## src/rtl/mem_access_pkg.sv

```systemverilog
// rtl/mem_access_pkg.sv - shared widths, load/store op codes, FSM encoding and store formatting helpers
package mem_access_pkg;

  localparam int RegAddrBus = 5;
  localparam int RegBus     = 32;
  localparam int AluOpBus   = 8;
  localparam int StopBus    = 6;

  localparam logic Stop   = 1'b1;
  localparam logic NoStop = 1'b0;

  localparam logic [AluOpBus-1:0] EXE_LB_OP  = 8'b1110_0000;
  localparam logic [AluOpBus-1:0] EXE_LH_OP  = 8'b1110_0001;
  localparam logic [AluOpBus-1:0] EXE_LW_OP  = 8'b1110_0011;
  localparam logic [AluOpBus-1:0] EXE_LBU_OP = 8'b1110_0100;
  localparam logic [AluOpBus-1:0] EXE_LHU_OP = 8'b1110_0101;
  localparam logic [AluOpBus-1:0] EXE_SB_OP  = 8'b1110_1000;
  localparam logic [AluOpBus-1:0] EXE_SH_OP  = 8'b1110_1001;
  localparam logic [AluOpBus-1:0] EXE_SW_OP  = 8'b1110_1011;

  typedef enum logic [1:0] {
    ST_IDLE = 2'd0,
    ST_BUSY = 2'd1,
    ST_DONE = 2'd2
  } mem_state_t;

  function automatic logic is_load_op(input logic [AluOpBus-1:0] op);
    return (op == EXE_LB_OP) || (op == EXE_LBU_OP) || (op == EXE_LH_OP) ||
           (op == EXE_LHU_OP) || (op == EXE_LW_OP);
  endfunction

  function automatic logic is_store_op(input logic [AluOpBus-1:0] op);
    return (op == EXE_SB_OP) || (op == EXE_SH_OP) || (op == EXE_SW_OP);
  endfunction

  // Half and word ops, used for alignment checking
  function automatic logic is_half_op(input logic [AluOpBus-1:0] op);
    return (op == EXE_LH_OP) || (op == EXE_LHU_OP) || (op == EXE_SH_OP);
  endfunction

  function automatic logic is_word_op(input logic [AluOpBus-1:0] op);
    return (op == EXE_LW_OP) || (op == EXE_SW_OP);
  endfunction

  // Byte-lane enables; loads use the same lanes as the matching store width
  function automatic logic [3:0] lane_sel(input logic [AluOpBus-1:0] op, input logic [1:0] addr_lo);
    logic [3:0] sel;
    case (op)
      EXE_LB_OP, EXE_LBU_OP, EXE_SB_OP: sel = 4'b0001 << addr_lo;
      EXE_LH_OP, EXE_LHU_OP, EXE_SH_OP: sel = addr_lo[1] ? 4'b1100 : 4'b0011;
      default:                          sel = 4'b1111;
    endcase
    return sel;
  endfunction

  // Store data replicated across every lane so the slave picks whatever sel enables
  function automatic logic [RegBus-1:0] store_data(input logic [AluOpBus-1:0] op, input logic [RegBus-1:0] reg2);
    logic [RegBus-1:0] d;
    case (op)
      EXE_SB_OP: d = {4{reg2[7:0]}};
      EXE_SH_OP: d = {2{reg2[15:0]}};
      default:   d = reg2;
    endcase
    return d;
  endfunction

endpackage

```

## src/rtl/mem_load_align.sv

```systemverilog
// rtl/mem_load_align.sv - load lane select with sign/zero extension
module mem_load_align
  import mem_access_pkg::*;
(
  input  logic [AluOpBus-1:0] aluop,
  input  logic [1:0]          addr_lo,
  input  logic [RegBus-1:0]   rdata,
  output logic [RegBus-1:0]   data_out
);

  logic [7:0]  w_byte;
  logic [15:0] w_half;

  // Pick the addressed lane; byte 0 sits at rdata[7:0] (little-endian)
  always_comb begin
    w_byte = 8'h00;
    case (addr_lo)
      2'b00:   w_byte = rdata[7:0];
      2'b01:   w_byte = rdata[15:8];
      2'b10:   w_byte = rdata[23:16];
      default: w_byte = rdata[31:24];
    endcase
    w_half = addr_lo[1] ? rdata[31:16] : rdata[15:0];
  end

  // Extend the selected lane according to the load flavour
  always_comb begin
    data_out = rdata;
    case (aluop)
      EXE_LB_OP:  data_out = {{24{w_byte[7]}}, w_byte};
      EXE_LBU_OP: data_out = {24'h000000, w_byte};
      EXE_LH_OP:  data_out = {{16{w_half[15]}}, w_half};
      EXE_LHU_OP: data_out = {16'h0000, w_half};
      default:    data_out = rdata;
    endcase
  end

endmodule

```

## src/rtl/mem_access.sv

```systemverilog
// rtl/mem_access.sv - MIPS MEM stage with req/ack data bus; optional MEM_ALIGN_CHECK_EN alignment exceptions
module mem_access
  import mem_access_pkg::*;
(
  input  logic                  clk,
  input  logic                  rst,
  input  logic [RegAddrBus-1:0] mem_wd,
  input  logic                  mem_wreg,
  input  logic [RegBus-1:0]     mem_wdata,
  input  logic [AluOpBus-1:0]   mem_aluop,
  input  logic [RegBus-1:0]     mem_mem_addr,
  input  logic [RegBus-1:0]     mem_reg2,
  input  logic [RegBus-1:0]     mem_pc,
  input  logic [StopBus-1:0]    stall,
  output logic [RegAddrBus-1:0] wb_wd,
  output logic                  wb_wreg,
  output logic [RegBus-1:0]     wb_wdata,
  output logic                  stallreq,
  output logic                  dbus_req,
  output logic                  dbus_we,
  output logic [3:0]            dbus_sel,
  output logic [RegBus-1:0]     dbus_addr,
  output logic [RegBus-1:0]     dbus_wdata,
  input  logic [RegBus-1:0]     dbus_rdata,
  input  logic                  dbus_ack
`ifdef MEM_ALIGN_CHECK_EN
  ,
  output logic                  excp_adel,
  output logic                  excp_ades,
  output logic [RegBus-1:0]     badvaddr,
  output logic [RegBus-1:0]     excp_pc
`endif
);

  mem_state_t        r_state;
  mem_state_t        w_next_state;
  logic [RegBus-1:0] r_rdata_q;
  logic [RegBus-1:0] w_load_data;
  logic              w_is_load;
  logic              w_is_store;
  logic              w_misaligned;
  logic              w_issue;

  assign w_is_load  = is_load_op(mem_aluop);
  assign w_is_store = is_store_op(mem_aluop);

`ifdef MEM_ALIGN_CHECK_EN
  assign w_misaligned = (is_half_op(mem_aluop) && mem_mem_addr[0]) ||
                        (is_word_op(mem_aluop) && (mem_mem_addr[1:0] != 2'b00));
`else
  // Without the check, unused low address bits are simply ignored
  logic w_unused_pc;
  assign w_misaligned = 1'b0;
  assign w_unused_pc  = ^mem_pc;
`endif

  logic w_unused_stall;
  assign w_unused_stall = ^{stall[5], stall[3:0]};

  // A bus access is live in IDLE/BUSY; DONE guarantees the access is never repeated
  assign w_issue = (w_is_load || w_is_store) && !w_misaligned && (r_state != ST_DONE);

  mem_load_align u_load_align (
    .aluop    (mem_aluop),
    .addr_lo  (mem_mem_addr[1:0]),
    .rdata    (dbus_rdata),
    .data_out (w_load_data)
  );

  // State register; an outstanding request is dropped on reset
  always_ff @(posedge clk or negedge rst) begin
    if (!rst) begin
      r_state <= ST_IDLE;
    end else begin
      r_state <= w_next_state;
    end
  end

  // Hold the formatted load data from the ack cycle for replay while the stage is frozen
  always_ff @(posedge clk or negedge rst) begin
    if (!rst) begin
      r_rdata_q <= '0;
    end else if (w_issue && dbus_ack) begin
      r_rdata_q <= w_load_data;
    end
  end

  // Next-state: wait for ack, park in DONE if the stage is frozen on the ack edge
  always_comb begin
    w_next_state = r_state;
    case (r_state)
      ST_IDLE, ST_BUSY: begin
        if (w_issue) begin
          if (dbus_ack) begin
            w_next_state = (stall[4] == Stop) ? ST_DONE : ST_IDLE;
          end else begin
            w_next_state = ST_BUSY;
          end
        end else begin
          w_next_state = ST_IDLE;
        end
      end
      ST_DONE: begin
        if (stall[4] == NoStop) begin
          w_next_state = ST_IDLE;
        end
      end
      default: w_next_state = ST_IDLE;
    endcase
  end

  // Outputs: pass-through by default, bus fields while issuing, replayed data in DONE
  always_comb begin
    wb_wd      = mem_wd;
    wb_wreg    = mem_wreg;
    wb_wdata   = mem_wdata;
    stallreq   = 1'b0;
    dbus_req   = 1'b0;
    dbus_we    = 1'b0;
    dbus_sel   = 4'b0000;
    dbus_addr  = '0;
    dbus_wdata = '0;
`ifdef MEM_ALIGN_CHECK_EN
    excp_adel  = 1'b0;
    excp_ades  = 1'b0;
    badvaddr   = '0;
    excp_pc    = '0;
`endif
    if (!rst) begin
      wb_wd    = '0;
      wb_wreg  = 1'b0;
      wb_wdata = '0;
    end else if (r_state == ST_DONE) begin
      if (w_is_load) begin
        wb_wdata = r_rdata_q;
      end
    end else if (w_issue) begin
      dbus_req   = 1'b1;
      dbus_we    = w_is_store;
      dbus_sel   = lane_sel(mem_aluop, mem_mem_addr[1:0]);
      dbus_addr  = {mem_mem_addr[31:2], 2'b00};
      dbus_wdata = store_data(mem_aluop, mem_reg2);
      stallreq   = !dbus_ack;
      if (w_is_load) begin
        wb_wdata = w_load_data;
      end
    end
`ifdef MEM_ALIGN_CHECK_EN
    else if (w_misaligned) begin
      wb_wreg   = 1'b0;
      excp_adel = w_is_load;
      excp_ades = w_is_store;
      badvaddr  = mem_mem_addr;
      excp_pc   = mem_pc;
    end
`endif
  end

endmodule

```

## config.mk

```make
export PLATFORM = sky130hd
export DESIGN_NAME = mem_access
export DESIGN_NICKNAME = d
export VERILOG_FILES = /design/src/rtl/mem_access_pkg.sv /design/src/rtl/mem_load_align.sv /design/src/rtl/mem_access.sv
export SDC_FILE = /design/constraint.sdc
export NUM_CORES = 1
export LEC_CHECK = 0
export BUFFER_PORTS_ARGS = -buffer_cell sky130_fd_sc_hd__buf_2
export CAP_MARGIN = 20
export CORE_MARGIN = 8
export CORE_UTILIZATION = 25
export DETAILED_ROUTE_END_ITERATION = 7
export GPL_ROUTABILITY_DRIVEN = 0
export GPL_TIMING_DRIVEN = 0
export MAX_ROUTING_LAYER = met4
export PLACE_DENSITY_LB_ADDON = 0.12
export SLEW_MARGIN = 15
export SYNTH_ARGS = -nofsm -noshare
export SYNTH_HDL_FRONTEND = slang
export SYNTH_SLANG_ARGS = --single-unit
```

## constraint.sdc

```tcl
create_clock -name clk -period 1.67 [get_ports clk]
set_input_delay 0.0835 -clock clk [delete_from_list [all_inputs] [get_ports clk]]
set_output_delay 0.0835 -clock clk [all_outputs]
set_load 0.01 [all_outputs]
```

# Word-level counts from Yosys, hierarchy flattened
# Cells that the tools add are included.
# totals
in_bits	183
reg_bits	34
out_inout_bits	109
wordCells	68
# classes
n_shift	1
mux	36
n_eq_ne	14
reduce_logical	15
# op_table
operator	n
32-bit 2-to-1 mux	11
32-bit case mux with 4 select lines	1
8-bit equality test (second input constant)	8
32-bit case mux with 2 select lines	1
8-bit case mux with 3 select lines	1
16-bit 2-to-1 mux	1
4-bit 2-to-1 mux	4
1-bit 2-to-1 mux	10
2-bit 2-to-1 mux	4
4-bit case mux with 2 select lines	1
1-bit logical OR	7
3-bit OR reduction	2
5-bit 2-to-1 mux	1
2-bit by 1-bit equality test with 1-bit output (second input constant)	2
2-bit equality test (second input constant)	2
2-bit zero test	2
2-bit != test (second input constant)	2
2-bit case mux with 2 select lines	1
1-bit by 2-bit left shift with 4-bit output (first input constant)	1
1-bit logical AND	2
2-bit OR reduction	1
1-bit zero test	1

# Logic depth before layout (Yosys ltp)
# logic_depth
ltp_word	10
mapped_depth	7
depth_no_buf	5

# Cells and area by module
# A second synthesis with hierarchy kept.
# hier_totals
hier_cells	463
hier_area_um2	4130.2
# modules_own_cells
module	seq_area_each_um2	n_inst	area_each_um2	cells_per_inst
mem_access	850.8	1	3010.4	342
mem_load_align	0.0	1	1119.8	121

# Least setup slack after synthesis
# No wires, ideal clock.
# synth_path
path_kind	flip-flop to output port
from	register r_state[0]
to	output port wb_wdata[21]
required_time_ns	1.586
slack_ns	0.086
n_path_buf	2
path_stages_with_launch	7
arrival_time_ns	1.501
path_cell_list	dfrtp_1 nand2b_1 clkbuf_1 a21boi_1 buf_2 a31oi_1 nor3_1
# synth_between
elab_chain_cells	5
elab_cells_between_ends	6
cone_classes	eq/ne (2); mux (3); reduce/logical (1)
# synth_rtl
element	line	rtl
start, declared	mem_access.sv:35	mem_state_t r_state;
start signal, assigned	mem_access.sv:75	r_state <= w_next_state;
2-bit != test	mem_access.sv:61	assign w_issue = (w_is_load || w_is_store) && !w_misaligned && (r_state != ST_DONE);
1-bit logical AND	mem_access.sv:61	
32-bit 2-to-1 mux	mem_access.sv:137	end else if (w_issue) begin
32-bit 2-to-1 mux *	mem_access.sv:133	end else if (r_state == ST_DONE) begin
32-bit 2-to-1 mux *	mem_access.sv:129	if (!rst) begin
end, declared	mem_access.sv:17	output logic [RegBus-1:0] wb_wdata,
# Every way passes the cells marked *; elsewhere a longest branch is shown, timed or not.

# Final worst setup path
# layout_path
from	register r_state[1]
to	output port dbus_wdata[25]
# layout_between
elab_chain_cells	5
elab_cells_between_ends	6
cone_classes	eq/ne (2); mux (3); reduce/logical (1)
# layout_rtl
element	line	rtl
2-bit != test	mem_access.sv:61	
1-bit logical AND	mem_access.sv:61	
32-bit 2-to-1 mux	mem_access.sv:137	
32-bit 2-to-1 mux *	mem_access.sv:133	
32-bit 2-to-1 mux *	mem_access.sv:129	
end, declared	mem_access.sv:23	output logic [RegBus-1:0] dbus_wdata,
# Marks and branches as above.

==> flow_summary.toml <==
[run_status]
status = "finished with violations"
violations = "negative setup slack"

[sta]
fin_worst_skew_ns = 0.00572
setup_viol = 63
whs_ns = 0.0177
timing.slew.headroom_pct = 56.6
fin_ws_ns = -0.119
fin_crit_ns = 1.79
clock.fmax_mhz = 559
finalHoldViolCount = 0
fin_crit_sh_pct = 107
worst_slew_pin_slew_ns = 0.650
rsz0062_at_grt = "yes"
maxSlewViolCount = 0

[power]
switching_power_w = 0.00106
ir_drop_uv = 361
p_total_w = 0.00326
switching_share_pct = 32.5
leakagePower_nw = 3.40
clkPwrFrac_pct = 32.4
p_int_w = 0.00220
comb_power_share_pct = 34.4
p_per_area_nw_per_um2 = 464
pwr-share-seq_pct = 33.2

[cells_and_area]
regArea_um2 = 851
syn2layout_area_growth_pct = 84.5
drive_gt1_share_pct = 56.7
layout.cells.non_filler = 1047
multi_input_comb_area_um2 = 3410
fin_area_um2 = 7030
layout.nets = 1035
fill_cells = 1488

[hold_path]
holdCritPathClass = "in -> reg"

[clock_network]
cts_made_buffers = 5
clk_root_buffer_cell = "clkbuf_16"
clock_sinks = 34
htree_levels = 2
cts_tree = "built"
clk_latency_ns = 0.28
path_clk_slew_ns = 0.06
clock_path_buffers = 2

[placement]
place_area_um2 = 5310
io_buffers = 252
dp_hpwl_um = 16800
dpl_worst_slack_ns = -0.619
dp.cells = 995

[floorplanning]
start_util_pct = 25.4
core_area_um2 = 15000
ioPinCount = 292
die_x_um = 139
dieArea_um2 = 19500
die_h_um = 139
num_rows = 45

[run]
cap_violations = 0

[worst_setup_path]
r2r_slack_ns = 0.09
crit_type = "reg -> out"
cp-end-kind = "output pin"
cp.arrival_ns = 1.71
cp_max_fo = 5
crit_path_start_kind = "register"
crit_required_ns = 1.59

[detailed_routing]
drtIter0Drc = 376
detail_route.vias_per_cell = 5.33
vias = 5581
ant_nets = 0
wire_per_inst_um = 21.1
drt-pass1-iter-count = 5
drc = 0
routed_wl_um = 22100

[synthesis]
synth_edf_count = 0
synthDistinctLibCells = 52
syn_inst = 554
synth_warnings = 0
synth_area_um2 = 3810
yosysSeqAreaShare_pct = 22.3
synth-main-ff-cell = "dfrtp_1"
synth.top_cells.by_area = "dfrtp_1, nand2_1, o21ai_0"
synth_top_area_share_pct = 22.3
ys_async_sr_fraction_pct = 100
synth_top_cell_by_area = "dfrtp_1"
avgSynthCellArea_um2 = 6.88
synth_seq_cells = 34

[global_route]
grt_pass1_wl_um = 32300
grt_max_degree = 35
antenna_found_initial = 6
grt_use_total_pct = 21.5
grt.overflow.total = 0
grt_pass1_vias = 5836
-- power by group through the flow --
stage,clock network [W],registers [W],logic (W)
2_1_floorplan,0,0.00105,0.000480
3_3_place_gp,0,0.00107,0.000888
3_5_place_dp,0,0.00108,0.000907
4_1_cts,0.00108,0.00107,0.00105
5_1_grt,0.00111,0.00110,0.00122
6_report,0.00106,0.00108,0.00112
-- cell families (layout without fill, tap and decap cells) --
kind of cell / count (synthesis) / after routing / share of synthesized area, %
simple gates: 248 / 248 / 32.2
compound gates: 185 / 185 / 29.4
buf+inv: 57 / 355 / 6.80
flops: 34 / 34 / 22.3
mux: 29 / 29 / 9.16
other cells: 1 / 8 / 0.0984
-- cells in the mapped netlist (4+ instances only) --
library cell / count
a211oi_1: 11
a21oi_1: 51
a221oi_1: 4
a22oi_1: 6
a2bb2oi_1: 4
a31oi_1: 17
and2_1: 46
buf_2: 15
clkbuf_1: 32
dfrtp_1: 34
inv_1: 4
mux2_2: 13
mux2i_1: 12
nand2_1: 96
nand2b_1: 17
nor2_1: 31
nor2b_1: 4
nor3_1: 34
o211ai_1: 14
o21ai_0: 60
o2bb2ai_1: 4
-- final cells by class --
class	instances	area share, %
antenna	6	0.214
buffer	50	6.74
clock buffer	7	1.89
clock inverter	1	0.427
inverter	4	0.285
multi-input combinational	464	48.5
sequential	34	12.1
tap	188	3.35
timing repair buffer	293	26.5
-- timing repair --
action,CTS,global route
hold buffers,2,0
gates cloned,2,6
pin swaps,30,27
endpoints found under the setup margin,138,131
setup buffers,20,11
resized for setup,182,120
endpoints found under the hold margin,34,0
-- cell usage in the layout, fill, tap and decap left out, types with 12 or more instances in the layout --
cell / synthesis / final
and2_4: 0 / 18
dfrtp_1: 34 / 34
o211ai_1: 14 / 14
nand2b_1: 17 / 14
buf_2: 15 / 233
nor3_2: 0 / 24
a31oi_4: 0 / 16
o21ai_0: 60 / 52
a21oi_2: 1 / 17
a21oi_1: 51 / 33
nor2_1: 31 / 29
and2_1: 46 / 28
buf_4: 3 / 29
mux2i_1: 12 / 12
buf_6: 2 / 47
nand2_1: 96 / 87
mux2_2: 13 / 13
-- routing by layer --
layer / vias to the layer above / global-route usage (%) / routed length (um)
li1: 2586 / - / -
met1: 2676 / 25.0 / 9110
met2: 284 / 36.3 / 10700
met3: 35 / 4.24 / 1650
met4: 0 / 7.45 / 597
met5: - / - / 0
-- flip-flops by register name (all words and copies together) (netlist names) --
signal / count
r_state: 2
r_rdata_q: 32
-- stage by stage --
stage,utilization [%],TNS [ns]
5_1_grt,46.8,-9.50
3_5_place_dp,35.3,-44.13
4_1_cts,43.0,-3.99
6_report,46.8,-4.52
2_1_floorplan,-,0
3_3_place_gp,35.3,-37.78
-- critical path, stage by stage (launching register included) --
cell,delay (ns)
dfrtp_1,0.43
nand2b_4,0.13
nand4_1,0.11
buf_6,0.17
buf_8,0.14
buf_6,0.12
a211oi_2,0.16
buf_2,0.17
-- final timing paths --
| path | from | end | depth (start not counted) |
|---|---|---|---|
| max | r_state[1] | dbus_wdata[25] | 7 |
| min | dbus_ack | r_state[0] | 2 |
| max reg2reg | r_state[0] | r_rdata_q[6] | 6 |
| min reg2reg | r_rdata_q[7] | r_rdata_q[7] | 2 |
| max in group asynchronous | rst | r_rdata_q[5] | 3 |
| min in group asynchronous | rst | r_rdata_q[20] | 3 |
Power figures use the tool's default switching activity.
